--- config.mk ---
export PLATFORM = sky130hd
export DESIGN_NAME = regfile_wb_arbiter
export DESIGN_NICKNAME = d
export VERILOG_FILES = /design/src/rtl/regfile_wb_arbiter_pkg.sv /design/src/rtl/regfile_wb_arbiter_wb_fifo.sv /design/src/rtl/regfile_wb_arbiter.sv
export SDC_FILE = /design/constraint.sdc
export NUM_CORES = 1
export LEC_CHECK = 0
export CORE_UTILIZATION = 40
export DETAILED_ROUTE_END_ITERATION = 6
export PLACE_DENSITY_LB_ADDON = 0.05
export SETUP_SLACK_MARGIN = 0.4
export SYNTH_ARGS = -nofsm -noshare
export SYNTH_HDL_FRONTEND = slang
export SYNTH_SLANG_ARGS = --single-unit
--- constraint.sdc ---
create_clock -name clk -period 11.35 [get_ports clk]
set_clock_uncertainty 0.1 [all_clocks]
set_input_delay 3.405 -clock clk [delete_from_list [all_inputs] [get_ports clk]]
set_output_delay 3.405 -clock clk [all_outputs]
set_load 0.02 [all_outputs]
--- src/rtl/regfile_wb_arbiter_pkg.sv ---
// ---------------------------------------------------------------------------
// regfile_wb_arbiter_pkg
// Shared constants and types for the register-file writeback path.
//   DW     : register data width
//   AW     : register address width
//   gnt_e  : which requester owns the write port in a given cycle
// Also intended for reuse by the forwarding unit.
// ---------------------------------------------------------------------------
package regfile_wb_arbiter_pkg;

  localparam int DW = 32;
  localparam int AW = 5;

  typedef enum logic [1:0] {
    GNT_NONE = 2'd0,
    GNT_MEM  = 2'd1,
    GNT_ALU  = 2'd2
  } gnt_e;

endpackage

--- src/rtl/regfile_wb_arbiter_wb_fifo.sv ---
// ---------------------------------------------------------------------------
// wb_fifo
// Small synchronous FIFO of (rd, data) writeback entries. Besides the usual
// head/count view it exposes every slot's rd and a per-slot valid bit so the
// hazard logic can compare decode sources against all queued destinations.
// Ports:
//   clk, rst_n           : clock, async active-low reset (empties the FIFO)
//   push/push_rd/_data   : enqueue an entry at posedge
//   pop                  : dequeue the head at posedge
//   head_rd/head_data    : oldest entry (meaningful when cnt != 0)
//   cnt                  : occupancy, 0..DEPTH
//   ent_valid/ent_rd     : per-slot occupancy flag and destination register
// ---------------------------------------------------------------------------
module wb_fifo #(
  parameter int DEPTH = 2,
  parameter int DW    = regfile_wb_arbiter_pkg::DW,
  parameter int AW    = regfile_wb_arbiter_pkg::AW
) (
  input  logic                         clk,
  input  logic                         rst_n,
  input  logic                         push,
  input  logic [AW-1:0]                push_rd,
  input  logic [DW-1:0]                push_data,
  input  logic                         pop,
  output logic [AW-1:0]                head_rd,
  output logic [DW-1:0]                head_data,
  output logic [$clog2(DEPTH):0]       cnt,
  output logic [DEPTH-1:0]             ent_valid,
  output logic [DEPTH-1:0][AW-1:0]     ent_rd
);
  import regfile_wb_arbiter_pkg::*;

  localparam int PW = $clog2(DEPTH);
  localparam int CW = PW + 1;

  logic [PW-1:0] wr_ptr_q, wr_ptr_d;
  logic [PW-1:0] rd_ptr_q, rd_ptr_d;
  logic [CW-1:0] cnt_q, cnt_d;
  logic [AW-1:0] rd_mem_q   [DEPTH];
  logic [AW-1:0] rd_mem_d   [DEPTH];
  logic [DW-1:0] data_mem_q [DEPTH];
  logic [DW-1:0] data_mem_d [DEPTH];

  // Next-state for pointers, count and storage. Pointers are PW bits wide so
  // they wrap modulo DEPTH on their own (DEPTH is a power of two).
  always_comb begin
    wr_ptr_d   = wr_ptr_q;
    rd_ptr_d   = rd_ptr_q;
    cnt_d      = cnt_q;
    rd_mem_d   = rd_mem_q;
    data_mem_d = data_mem_q;
    if (push) begin
      rd_mem_d[wr_ptr_q]   = push_rd;
      data_mem_d[wr_ptr_q] = push_data;
      wr_ptr_d             = wr_ptr_q + 1'b1;
    end
    if (pop) begin
      rd_ptr_d = rd_ptr_q + 1'b1;
    end
    case ({push, pop})
      2'b10:   cnt_d = cnt_q + 1'b1;
      2'b01:   cnt_d = cnt_q - 1'b1;
      default: cnt_d = cnt_q;
    endcase
  end

  // State registers; reset empties the FIFO and clears the storage.
  always_ff @(posedge clk or negedge rst_n) begin
    if (!rst_n) begin
      wr_ptr_q <= '0;
      rd_ptr_q <= '0;
      cnt_q    <= '0;
      for (int i = 0; i < DEPTH; i++) begin
        rd_mem_q[i]   <= '0;
        data_mem_q[i] <= '0;
      end
    end else begin
      wr_ptr_q   <= wr_ptr_d;
      rd_ptr_q   <= rd_ptr_d;
      cnt_q      <= cnt_d;
      rd_mem_q   <= rd_mem_d;
      data_mem_q <= data_mem_d;
    end
  end

  // Slot i holds live data when its distance from the read pointer (modulo
  // DEPTH) is below the occupancy.
  always_comb begin
    logic [PW-1:0] offset;
    for (int i = 0; i < DEPTH; i++) begin
      offset       = PW'(i) - rd_ptr_q;
      ent_valid[i] = ({1'b0, offset} < cnt_q);
      ent_rd[i]    = rd_mem_q[i];
    end
  end

  assign head_rd   = rd_mem_q[rd_ptr_q];
  assign head_data = data_mem_q[rd_ptr_q];
  assign cnt       = cnt_q;

endmodule

--- src/rtl/regfile_wb_arbiter.sv ---
// ---------------------------------------------------------------------------
// regfile_wb_arbiter
// Shares the register file's single write port between the memory/load stage
// (priority) and the ALU (queued in a small FIFO, with a starvation guard),
// and raises a read-after-write stall to decode for uncommitted writes.
// Ports:
//   clk, rst_n                   : clock, async active-low reset
//   alu_valid/alu_rd/alu_data    : ALU writeback request
//   alu_ready                    : ALU FIFO has room (state only)
//   mem_valid/mem_rd/mem_data    : memory writeback request
//   mem_ready                    : memory request accepted this cycle
//   wr_en/wr_addr/wr_data        : registered write to the register file
//   rs_addr/rt_addr              : decode source registers
//   hz_stall                     : decode must hold
//   alu_cnt                      : ALU FIFO occupancy
// ---------------------------------------------------------------------------
module regfile_wb_arbiter #(
  parameter int ALU_DEPTH  = 2,
  parameter int STARVE_MAX = 3,
  parameter int DW         = regfile_wb_arbiter_pkg::DW,
  parameter int AW         = regfile_wb_arbiter_pkg::AW
) (
  input  logic                        clk,
  input  logic                        rst_n,
  input  logic                        alu_valid,
  input  logic [AW-1:0]               alu_rd,
  input  logic [DW-1:0]               alu_data,
  output logic                        alu_ready,
  input  logic                        mem_valid,
  input  logic [AW-1:0]               mem_rd,
  input  logic [DW-1:0]               mem_data,
  output logic                        mem_ready,
  output logic                        wr_en,
  output logic [AW-1:0]               wr_addr,
  output logic [DW-1:0]               wr_data,
  input  logic [AW-1:0]               rs_addr,
  input  logic [AW-1:0]               rt_addr,
  output logic                        hz_stall,
  output logic [$clog2(ALU_DEPTH):0]  alu_cnt
);
  import regfile_wb_arbiter_pkg::*;

  localparam int CW = $clog2(ALU_DEPTH) + 1;
  localparam int SW = $clog2(STARVE_MAX + 1);

  gnt_e                      gnt;
  logic                      alu_acc;
  logic                      alu_pend;
  logic                      force_alu;
  logic                      fifo_empty;
  logic                      fifo_push;
  logic                      fifo_pop;
  logic [AW-1:0]             head_rd;
  logic [DW-1:0]             head_data;
  logic [ALU_DEPTH-1:0]      ent_valid;
  logic [ALU_DEPTH-1:0][AW-1:0] ent_rd;
  logic [AW-1:0]             sel_rd;
  logic [DW-1:0]             sel_data;
  logic [SW-1:0]             starve_cnt_q, starve_cnt_d;
  logic                      wr_en_q, wr_en_d;
  logic [AW-1:0]             wr_addr_q, wr_addr_d;
  logic [DW-1:0]             wr_data_q, wr_data_d;
  logic                      rs_hit, rt_hit;

  wb_fifo #(
    .DEPTH (ALU_DEPTH),
    .DW    (DW),
    .AW    (AW)
  ) u_alu_fifo (
    .clk       (clk),
    .rst_n     (rst_n),
    .push      (fifo_push),
    .push_rd   (alu_rd),
    .push_data (alu_data),
    .pop       (fifo_pop),
    .head_rd   (head_rd),
    .head_data (head_data),
    .cnt       (alu_cnt),
    .ent_valid (ent_valid),
    .ent_rd    (ent_rd)
  );

  assign fifo_empty = (alu_cnt == '0);
  assign alu_ready  = (alu_cnt < CW'(ALU_DEPTH));
  assign alu_acc    = alu_valid && alu_ready;
  assign alu_pend   = !fifo_empty || alu_valid;
  assign force_alu  = (starve_cnt_q == SW'(STARVE_MAX)) && alu_pend;
  assign mem_ready  = !force_alu;

  // Grant and candidate selection. The ALU candidate is the FIFO head when
  // one exists; otherwise the incoming result bypasses the FIFO. Any accepted
  // ALU result that does not go out this cycle is queued behind the head.
  always_comb begin
    gnt      = GNT_NONE;
    fifo_pop = 1'b0;
    sel_rd   = '0;
    sel_data = '0;
    if (force_alu) begin
      gnt = GNT_ALU;
    end else if (mem_valid) begin
      gnt = GNT_MEM;
    end else if (alu_pend) begin
      gnt = GNT_ALU;
    end
    case (gnt)
      GNT_MEM: begin
        sel_rd   = mem_rd;
        sel_data = mem_data;
      end
      GNT_ALU: begin
        if (!fifo_empty) begin
          sel_rd   = head_rd;
          sel_data = head_data;
          fifo_pop = 1'b1;
        end else begin
          sel_rd   = alu_rd;
          sel_data = alu_data;
        end
      end
      default: ;
    endcase
    fifo_push = alu_acc && !((gnt == GNT_ALU) && fifo_empty);
  end

  // Output register and starvation counter next state. An rd=0 grant still
  // uses the slot but never raises the write enable. Address/data hold on an
  // idle cycle since wr_en is low anyway.
  always_comb begin
    wr_en_d      = 1'b0;
    wr_addr_d    = wr_addr_q;
    wr_data_d    = wr_data_q;
    starve_cnt_d = starve_cnt_q;
    if (gnt != GNT_NONE) begin
      wr_en_d   = (sel_rd != '0);
      wr_addr_d = sel_rd;
      wr_data_d = sel_data;
    end
    if ((gnt == GNT_ALU) || !alu_pend) begin
      starve_cnt_d = '0;
    end else if ((gnt == GNT_MEM) && (starve_cnt_q != SW'(STARVE_MAX))) begin
      starve_cnt_d = starve_cnt_q + 1'b1;
    end
  end

  // Registered state; reset drops any pending write immediately.
  always_ff @(posedge clk or negedge rst_n) begin
    if (!rst_n) begin
      wr_en_q      <= 1'b0;
      wr_addr_q    <= '0;
      wr_data_q    <= '0;
      starve_cnt_q <= '0;
    end else begin
      wr_en_q      <= wr_en_d;
      wr_addr_q    <= wr_addr_d;
      wr_data_q    <= wr_data_d;
      starve_cnt_q <= starve_cnt_d;
    end
  end

  // Hazard detect: a source is unsafe while its register is queued, being
  // pushed this cycle, or in the write register (the register file only
  // commits at the negedge, so first-half reads are still stale).
  always_comb begin
    rs_hit = 1'b0;
    rt_hit = 1'b0;
    for (int i = 0; i < ALU_DEPTH; i++) begin
      if (ent_valid[i] && (ent_rd[i] == rs_addr)) rs_hit = 1'b1;
      if (ent_valid[i] && (ent_rd[i] == rt_addr)) rt_hit = 1'b1;
    end
    if (wr_en_q && (wr_addr_q == rs_addr)) rs_hit = 1'b1;
    if (wr_en_q && (wr_addr_q == rt_addr)) rt_hit = 1'b1;
    if (fifo_push && (alu_rd == rs_addr)) rs_hit = 1'b1;
    if (fifo_push && (alu_rd == rt_addr)) rt_hit = 1'b1;
    hz_stall = ((rs_addr != '0) && rs_hit) || ((rt_addr != '0) && rt_hit);
  end

  assign wr_en   = wr_en_q;
  assign wr_addr = wr_addr_q;
  assign wr_data = wr_data_q;

endmodule
Word-level counts from Yosys, hierarchy flattened

Index checks and enable logic that the tools add are counted.

Register bits: 118
Bits of input ports: 88

Bitwise logic cells: 2
Multiplexer cells: 33
Reductions and logical operators: 30
Add/sub/neg operators: 7
Magnitude comparators: 6
Eq/ne operators: 14

Operators by type and width:

| kind                                                     | count |
|---|---|
| 2-to-1 mux 32 bit                                        | 5 |
| bitwise mux 64 bit                                       | 1 |
| case mux 32 bit (2 select lines)                         | 1 |
| == test 5 bit                                            | 8 |
| demux 32 bit (select 1 bit)                              | 1 |
| 2-to-1 mux 5 bit                                         | 5 |
| logical AND 1 bit                                        | 16 |
| nonzero test 5 bit                                       | 3 |
| 2-to-1 mux 1 bit                                         | 11 |
| bitwise mux 10 bit                                       | 1 |
| 2-to-1 mux 2 bit                                         | 5 |
| case mux 5 bit (2 select lines)                          | 1 |
| == test 2 bit, second input constant                     | 3 |
| nonzero test 2 bit                                       | 3 |
| demux 5 bit (select 1 bit)                               | 1 |
| adder 2 x 1 -> 2 bit, second input constant              | 2 |
| == test 2 x 1 -> 1 bit, second input constant            | 2 |
| greater-or-equal comparator 2 bit, second input constant | 2 |
| logical NOT 1 bit                                        | 4 |
| less-than comparator 1 x 2 -> 1 bit                      | 2 |
| inverter 1 -> 2 bit                                      | 2 |
| case mux 2 bit (2 select lines)                          | 1 |
| logical OR 1 bit                                         | 3 |
| adder 1 bit, second input constant                       | 2 |
| other kinds (6)                                          | 7 |

Longest topological paths before layout

Gate-level depths: netlist of run 1.

Depth in word-level cells: 14
Mapped depth: 12
Mapped depth without buffers: 10

Hierarchy

Synthesis of run 1 repeated with hierarchy kept, for this count alone.

Cells, all modules: 485
Area total of the unflattened synthesis: 6067.1 um2

By module, submodules not included:

| module             | cells an instance | times used | area each (um2) |
|---|---|---|---|
| wb_fifo            | 212               | 1          | 3515.9 |
| regfile_wb_arbiter | 273               | 1          | 2551.2 |

Worst setup path before layout of run 1

Ideal clock, no wire load.

Path kind: input to output
Start: input port alu_valid
End: output port hz_stall
Buffers on the path: 0
Slack: 2.596 ns
Required time: 7.845 ns
Cell stages on the path: 9
Data arrival time: 5.249 ns
Path through: or3_1 > nand2_1 > nand2_1 > ha_1 > nand2b_4 > nand3_4 > nor3_1 > nor4_1 > o22ai_1

Longest elaborated chain between the ends: 12
Elaborated cells on any way between the ends: 17
Classes of those cells: 1 x eq/ne; 5 x mux; 11 x reduce/logical

Ends and longest elaborated chain:

| item                                        | line                                                 | RTL |
|---|---|---|
| from (decl)                                 | regfile_wb_arbiter.sv:25                             | `input logic alu_valid,` |
| logical OR 1 bit                            | regfile_wb_arbiter.sv:86                             | `assign alu_pend = !fifo_empty \|\| alu_valid;` |
| 2-to-1 mux 2 bit                            | regfile_wb_arbiter.sv:102                            | `end else if (alu_pend) begin` |
| 2-to-1 mux 2 bit                            | regfile_wb_arbiter.sv:100                            | `end else if (mem_valid) begin` |
| 2-to-1 mux 2 bit                            | regfile_wb_arbiter.sv:98                             | `if (force_alu) begin` |
| == test 2 bit                               | regfile_wb_arbiter.sv:122                            | `fifo_push = alu_acc && !((gnt == GNT_ALU) && fifo_empty);` |
| logical AND 1 bit                           | regfile_wb_arbiter.sv:122                            |  |
| logical NOT 1 bit                           | regfile_wb_arbiter.sv:122                            |  |
| logical AND 1 bit *                         | regfile_wb_arbiter.sv:122                            |  |
| logical AND 1 bit, on equally long branches | regfile_wb_arbiter.sv:172, regfile_wb_arbiter.sv:173 |  |
| 2-to-1 mux 1 bit, on equally long branches  | regfile_wb_arbiter.sv:172, regfile_wb_arbiter.sv:173 |  |
| logical AND 1 bit                           | regfile_wb_arbiter.sv:174                            | `hz_stall = ((rs_addr != '0) && rs_hit) \|\| ((rt_addr != '0) && rt_hit);` |
| logical OR 1 bit *                          | regfile_wb_arbiter.sv:174                            |  |
| to (decl)                                   | regfile_wb_arbiter.sv:38                             | `output logic hz_stall,` |

Mark *: on every way between the ends. The rest lies on a longest branch, timed or not.

Worst setup path after layout of run 1

Ends and elaborated chain as after synthesis.

==> results of run 1 <==
cells by family (layout without fill, tap and decap cells):
family | after synthesis | after routing | share of synthesized area (%)
buffers and inverters | 44 | 169 | 3.577
AO/OA/AOI/OAI | 84 | 84 | 10.58
XOR/XNOR | 46 | 46 | 6.815
multiplexers | 112 | 112 | 21.23
flip-flops | 118 | 118 | 49.95
AND/OR/NAND/NOR | 72 | 72 | 6.794
adder cells (fa/ha/maj) | 5 | 5 | 1.058
registers in the layout (all words and copies together) (netlist names):
name	cells
u_alu_fifo.data_mem_q	64
u_alu_fifo.wr_ptr_q	1
starve_cnt_q	2
u_alu_fifo.ent_rd	10
wr_data	32
u_alu_fifo.rd_ptr_q	1
u_alu_fifo.cnt	2
wr_en	1
wr_addr	5
worst reg2reg max path, delay by kind of cell, from the launching register on:
family                     cells  cell delay [ns]
and+or+nand+nor                3             1.18
adders and majority gates      1             0.76
DFF                            1             0.52
buffers and inverters          2             0.48
AOI/OAI and AO/OA              1             0.12
stage by stage:
stage	total power [mW]	hold slack (ns)	instance area (µm²)	utilization (%)	instances
global placement	1.568	0.3626	7273	50.23	758
detailed placement	1.589	0.3708	7273	50.23	758
floorplan	1.299	0.3541	5912	-	481
finish	2.110	0.3798	7873	54.37	790
CTS	2.136	0.3836	7873	54.37	790
global route	2.250	0.3986	7873	54.37	790
report_power, final:
part / switching, mW / internal [mW] / leakage (nW)
Combinational: 0.365 / 0.429 / 1.44
Sequential: 0.164 / 0.614 / 1.46
Clock: 0.188 / 0.349 / 0.292
path summary, 6_finish.rpt:
path	start	to	slack (ns)
setup / recovery	alu_valid	hz_stall	1.63
hold / removal	u_alu_fifo.data_mem_q[61]	u_alu_fifo.data_mem_q[61]	0.38
setup reg to reg	u_alu_fifo.cnt[1]	wr_data[9]	8.08
hold reg to reg	u_alu_fifo.data_mem_q[61]	u_alu_fifo.data_mem_q[61]	0.38
max in group asynchronous	rst_n	u_alu_fifo.rd_ptr_q	6.87
min in group asynchronous	rst_n	u_alu_fifo.data_mem_q[26]	2.96
per-layer routing:
layer	wire (µm)	up-vias	global-route usage (%)	share of wire (%)
met3	858	14	5.220	5.7
met4	157	0	6.250	1.0
met2	7079	136	33.90	47
met5	0	-	0	0
met1	7059	2234	29.89	47
li1	-	2017	-	-
Yosys cell counts:
cell type,number
o2111ai_1,2
and3_1,2
ha_1,5
nand3_4,1
buf_4,1
o21ai_2,1
nor4_1,5
nor3_1,9
nand2b_1,1
or2_1,1
inv_2,2
nor2_1,5
nor2_8,1
mux2_2,46
o21ai_1,34
buf_6,3
a21o_1,1
or4_1,2
dfrtp_1,118
buf_2,15
a22o_1,4
nor2b_1,2
xnor2_1,28
a22oi_1,4
a21oi_1,1
clkbuf_1,17
nand4_1,4
mux2_1,61
nand2_1,35
a222oi_1,33
inv_1,2
nor3b_4,1
or3_1,1
o22ai_1,1
o21ai_0,3
nand4_4,1
mux2i_1,5
buf_1,3
clkbuf_2,1
xor2_1,18
nand2b_4,1
layout make-up:
cell class                      instances  area (µm²)
Tap cell                              184       230.2
Sequential cell                       118        2954
Fill cell                            1288        6606
Clock buffer                           19       442.9
Inverter                                4       15.01
Clock inverter                         13       156.4
Multi-Input combinational cell        319        2753
Timing Repair Buffer                  133        1321
==> metrics.md, run 1 <==
| Metric | Value |
|---|---|
| Status | `finished, final reports clean` |
| Later-pin clock latency in the skew report | `0.41 ns` |
| FF+latch count, synth | `118` |
| # IOs | `131` |
| Pre-CTS setup slack | `1.608 ns` |
| DRT Wirelength | `15160 µm` |
| Syn. warnings | `0` |
| Post-synthesis area per instance | `12.29 µm²` |
| Hold crit path type | `flip-flop to flip-flop` |
| Vias post-DR | `4401` |
| Area growth, synth to finish | `33.16%` |
| Crit-path cells | `clkdlybuf4s50_1, or3_1, nand2_1, nand2_1, ha_1, nand2b_4, nand3_4, nor3_1, nor4_1, o22ai_1, clkdlybuf4s50_1` |
| Wire length of the first global-routing pass | `24540 µm` |
| Pin count of the biggest net entering global routing | `63` |
| Root buffer cell | `clkbuf_16` |
| CP Class | `primary input to output pin` |
| Worst Setup Start Kind | `primary input` |
| Actual slew at the worst max-slew pin | `1.049 ns` |
| Power Density | `268.0 nW/µm²` |
| Port bufs | `130` |
| Die footprint | `15270 µm²` |
| DP HPWL | `9748 µm` |
| CP max stage cell | `clkdlybuf4s50_1` |
| Drt pass-1 iters | `7` |
| Max IR drop VDD | `140.2 µV` |
| Worst setup margin | `1.629 ns` |
| Top post-synthesis cells by area | `dfrtp_1 (50%), mux2_1 (12%), mux2_2 (8.8%)` |
| Vias in the first global route | `4590` |
| Initial antenna violation count | `0` |
| Hold depth | `1` |
| Wirelength per Cell | `19.18 µm` |
| CP bufs+invs | `2` |
| FF-to-FF path depth | `7` |
| Max transition margin | `30.05%` |
| Hold buffers post-CTS | `0` |
| Setup_tns | `0 ns` |
| Routability cong. | `0.8726` |
| CTS sink count | `118` |
| Final-stage net count | `686` |
| Syn Inst Count | `481` |
| Routed Antenna Nets | `0` |
| CTS H-tree lvls | `4` |
| Core ar. | `14480 µm²` |
| Starting Density | `40.83%` |
| WP data required | `7.85 ns` |
| Antenna Cells | `0` |
| Grt ovf | `0` |
| Commonest non-fill, non-tap cell in the layout | `clkdlybuf4s50_1` |
| FMAX | `0.1029 GHz` |
| Die width | `123.6 µm` |
| Post-synthesis cell type count | `41` |
| CTS tree | `built` |
| RSZ-0062 raised after global routing | `false` |
| Final Cycle Share | `85.65%` |
| CP Max Fanout | `5` |
| Resize count post-CTS | `0` |
| Commonest non-fill, non-tap cells in the layout | `clkdlybuf4s50_1 (129), dfrtp_1 (117), mux2_1 (61)` |
| Worst setup EP type | `output pin` |
| Syn Nets | `574` |
| Max Slew Vio Count | `0` |
| WP depth | `11` |
| First DRT Iteration DRCs | `282` |
| Max Cap Violations | `0` |
| DRC | `0` |
| Postcts setup bufs | `0` |
| Post-synthesis sequential area ratio | `49.95%` |
| Vias per cell | `5.571` |
| Delay-heaviest family, CP | `simple AND/OR/NAND/NOR gates` |
| Rows | `44` |
| Final Hold Vio Count | `0` |
| Num CTS Buffers | `17` |
| Final min period | `9.721 ns` |
| Synth area leader | `dfrtp_1` |
| Die Ht | `123.6 µm` |
| Final setup fails | `0` |
| P_leak | `3.194 nW` |
| Post-synth top area share | `49.95%` |
| Maximum buffer depth of the clock tree | `2` |
| Synth Cell Area | `5912 µm²` |
| Critical Path AT | `6.22 ns` |
| Share of post-route cells with drive strength above 1 | `15.18%` |
| Total GRT Usage | `21.67%` |
| Clock-pin slew of the registers on the worst-case setup and hold paths | `0.05 ns` |
| CP peak stage delay | `0.62 ns` |
Power figures use the tool's default switching activity.
==> run 2, diff against run 1 <==
Settings changed: RECOVER_POWER set to 25.
==> run 2 against run 1 <==
  * The flow now finishes with violations (max-capacitance violations, max-slew violations)
  * Register-to-register slack is essentially flat
  * First-iteration DRC count is the same
  * Sequential cell count is the same
  * Largest cell class unchanged
  * Critical endpoint unchanged
==> metrics.md, run 2 (same netlist as run 1, synthesis figures left out) <==
| Metric | Value |
|---|---|
| Power Density | `268.3 nW/µm² (about the same)` |
| Hold crit path type | `flip-flop to flip-flop` |
| Die footprint | `15270 µm² (unchanged)` |
| Worst r2r src | `u_alu_fifo.cnt[1]` |
| Later-pin clock latency in the skew report | `0.41 ns (about the same)` |
| Wirelength per Cell | `19.20 µm (about the same)` |
| CP max stage cell | `clkdlybuf4s50_1` |
| CTS H-tree lvls | `4 (unchanged)` |
| Vias in the first global route | `4590 (unchanged)` |
| Initial antenna violation count | `0 (unchanged)` |
| RSZ-0062 raised after global routing | `false` |
| Port bufs | `130 (unchanged)` |
| CP Class | `primary input to output pin` |
| Critical Path AT | `6.22 ns (about the same)` |
| Share of post-route cells with drive strength above 1 | `14.85% (-0.33 points)` |
| Commonest non-fill, non-tap cells in the layout | `clkdlybuf4s50_1 (129), dfrtp_1 (117), mux2_1 (61)` |
| Hold endpoint | `u_alu_fifo.data_mem_q[61]` |
| Hold depth | `1 (unchanged)` |
| Beginning of the worst hold path | `u_alu_fifo.data_mem_q[61]` |
| Worst Setup Start Kind | `primary input` |
| Actual slew at the worst max-slew pin | `3.290 ns (+2.240 ns)` |
| Final Hold Vio Count | `0 (unchanged)` |
| CTS tree | `built` |
| Rows | `44 (unchanged)` |
| Die Ht | `123.6 µm (unchanged)` |
| Root buffer cell | `clkbuf_16` |
| Resize count post-CTS | `0 (unchanged)` |
| Routability cong. | `0.8726 (unchanged)` |
| FMAX | `0.1029 GHz (unchanged)` |
| Commonest non-fill, non-tap cell in the layout | `clkdlybuf4s50_1` |
| CP Max Fanout | `5 (unchanged)` |
| Crit-path cells | `clkdlybuf4s50_1, or3_1, nand2_1, nand2_1, ha_1, nand2b_4, nand3_4, nor3_1, nor4_1, o22ai_1, clkdlybuf4s50_1` |
| Top reg by flops | `u_alu_fifo.data_mem_q` |
| Total GRT Usage | `21.67% (unchanged)` |
| Pre-CTS setup slack | `1.608 ns (unchanged)` |
| Grt peak-use layer | `met2` |
| Reg2reg setup slack | `8.07 ns (about the same)` |
| Area growth, synth to finish | `33.04% (about the same)` |
| P_leak | `3.187 nW (-0.23%)` |
| DP HPWL | `9748 µm (unchanged)` |
| FF-to-FF path depth | `7 (unchanged)` |
| Antenna Cells | `0 (unchanged)` |
| Num CTS Buffers | `17 (unchanged)` |
| Max Slew Vio Count | `121 (+121)` |
| CTS sink count | `118 (unchanged)` |
| Vias post-DR | `4405 (+0.091%)` |
| Status | `finished, violations left` |
| Max IR drop VDD | `140.2 µV (about the same)` |
| Final min period | `9.721 ns (unchanged)` |
| First DRT Iteration DRCs | `282 (unchanged)` |
| Met1 Usage GRT | `29.89% (unchanged)` |
| Worst setup EP type | `output pin` |
| Clock-pin slew of the registers on the worst-case setup and hold paths | `0.05 ns (about the same)` |
| M2 GR Usage | `33.90% (unchanged)` |
| WP data required | `7.85 ns (about the same)` |
| Pin count of the biggest net entering global routing | `63 (unchanged)` |
| Max transition margin | `-119.3% (-150 points)` |
| Wire length of the first global-routing pass | `24540 µm (unchanged)` |
| Final-stage net count | `686 (unchanged)` |
| Worst setup margin | `1.629 ns (unchanged)` |
| Die width | `123.6 µm (unchanged)` |
| Hold buffers post-CTS | `0 (unchanged)` |
| Failing checks | `max-capacitance violations, max-slew violations` |
| Drt pass-1 iters | `7 (unchanged)` |
| Postcts setup bufs | `0 (unchanged)` |
| Vias per cell | `5.576 (about the same)` |
| Largest register FFs | `64 (unchanged)` |
| # IOs | `131 (unchanged)` |
| Core ar. | `14480 µm² (unchanged)` |
| Routed Antenna Nets | `0 (unchanged)` |
| Grt ovf | `0 (unchanged)` |
| Worst reg2reg endpoint | `wr_data[9]` |
| Final Cycle Share | `85.65% (unchanged)` |
| DRC | `0 (unchanged)` |
| Max Cap Violations | `2 (+2)` |
| Met3 Use GR | `5.220% (unchanged)` |
| Final setup fails | `0 (unchanged)` |
| Starting Density | `40.83% (unchanged)` |
| Setup_tns | `0 ns (unchanged)` |
| Maximum buffer depth of the clock tree | `2 (unchanged)` |
| Worst setup path start | `alu_valid` |
| DRT Wirelength | `15170 µm (about the same)` |
| CP peak stage delay | `0.62 ns (about the same)` |
run 2: cell types whose count changed in the layout (fill, tap and decap cells not counted), sizes merged:
cell / change
clkbuf: +2
buf: -2
run 2: worst max path at each step:
| stage | endpoint | slack (ns) | cells past startpoint |
|---|---|---|---|
| 6_report | hz_stall | 1.63 | 11 |
| 4_1_cts | hz_stall | 1.61 | 11 |
| 2_1_floorplan | hz_stall | 2.60 | 9 |
| 3_3_place_gp | hz_stall | 1.65 | 11 |
| 3_5_place_dp | hz_stall | 1.61 | 11 |
| 5_1_grt | hz_stall | 1.41 | 11 |
run 2: power by group:
part,leakage [nW],internal (mW),switching [mW]
clock network,0.292,0.349,0.188
logic,1.43,0.429,0.365
registers,1.46,0.614,0.164
run 2: per-layer routing:
layer	wire, µm	vias up
met4	157	0
li1	-	2015
met5	0	-
met3	846	14
met1	7078	2239
met2	7086	137
run 2: worst max-delay path, delay by kind of cell:
| kind | cells | cell delay (ns) |
|---|---|---|
| compound gates | 1 | 0.18 |
| fa+ha+maj | 1 | 0.30 |
| buf+inv | 2 | 1.16 |
| simple gates | 7 | 1.17 |
run 2: per-stage QoR:
step	hold slack [ns]	power (mW)	area (µm²)	utilization [%]	std cells
after floorplan	0.3541	1.299	5912	-	481
after global placement	0.3626	1.568	7273	50.23	758
after detailed placement	0.3708	1.589	7273	50.23	758
after CTS	0.3836	2.136	7873	54.37	790
after global routing	0.3986	2.250	7865	54.32	790
final	0.3798	2.110	7865	54.32	790
run 2: cell type report:
| class | count | area, µm² |
|---|---|---|
| clock buffers | 19 | 442.9 |
| clock inverters | 13 | 156.4 |
| fillers | 1288 | 6614 |
| inverters | 4 | 15.01 |
| multi-input cells | 319 | 2753 |
| flip-flops and latches | 118 | 2954 |
| well taps | 184 | 230.2 |
| repair buffers | 133 | 1314 |
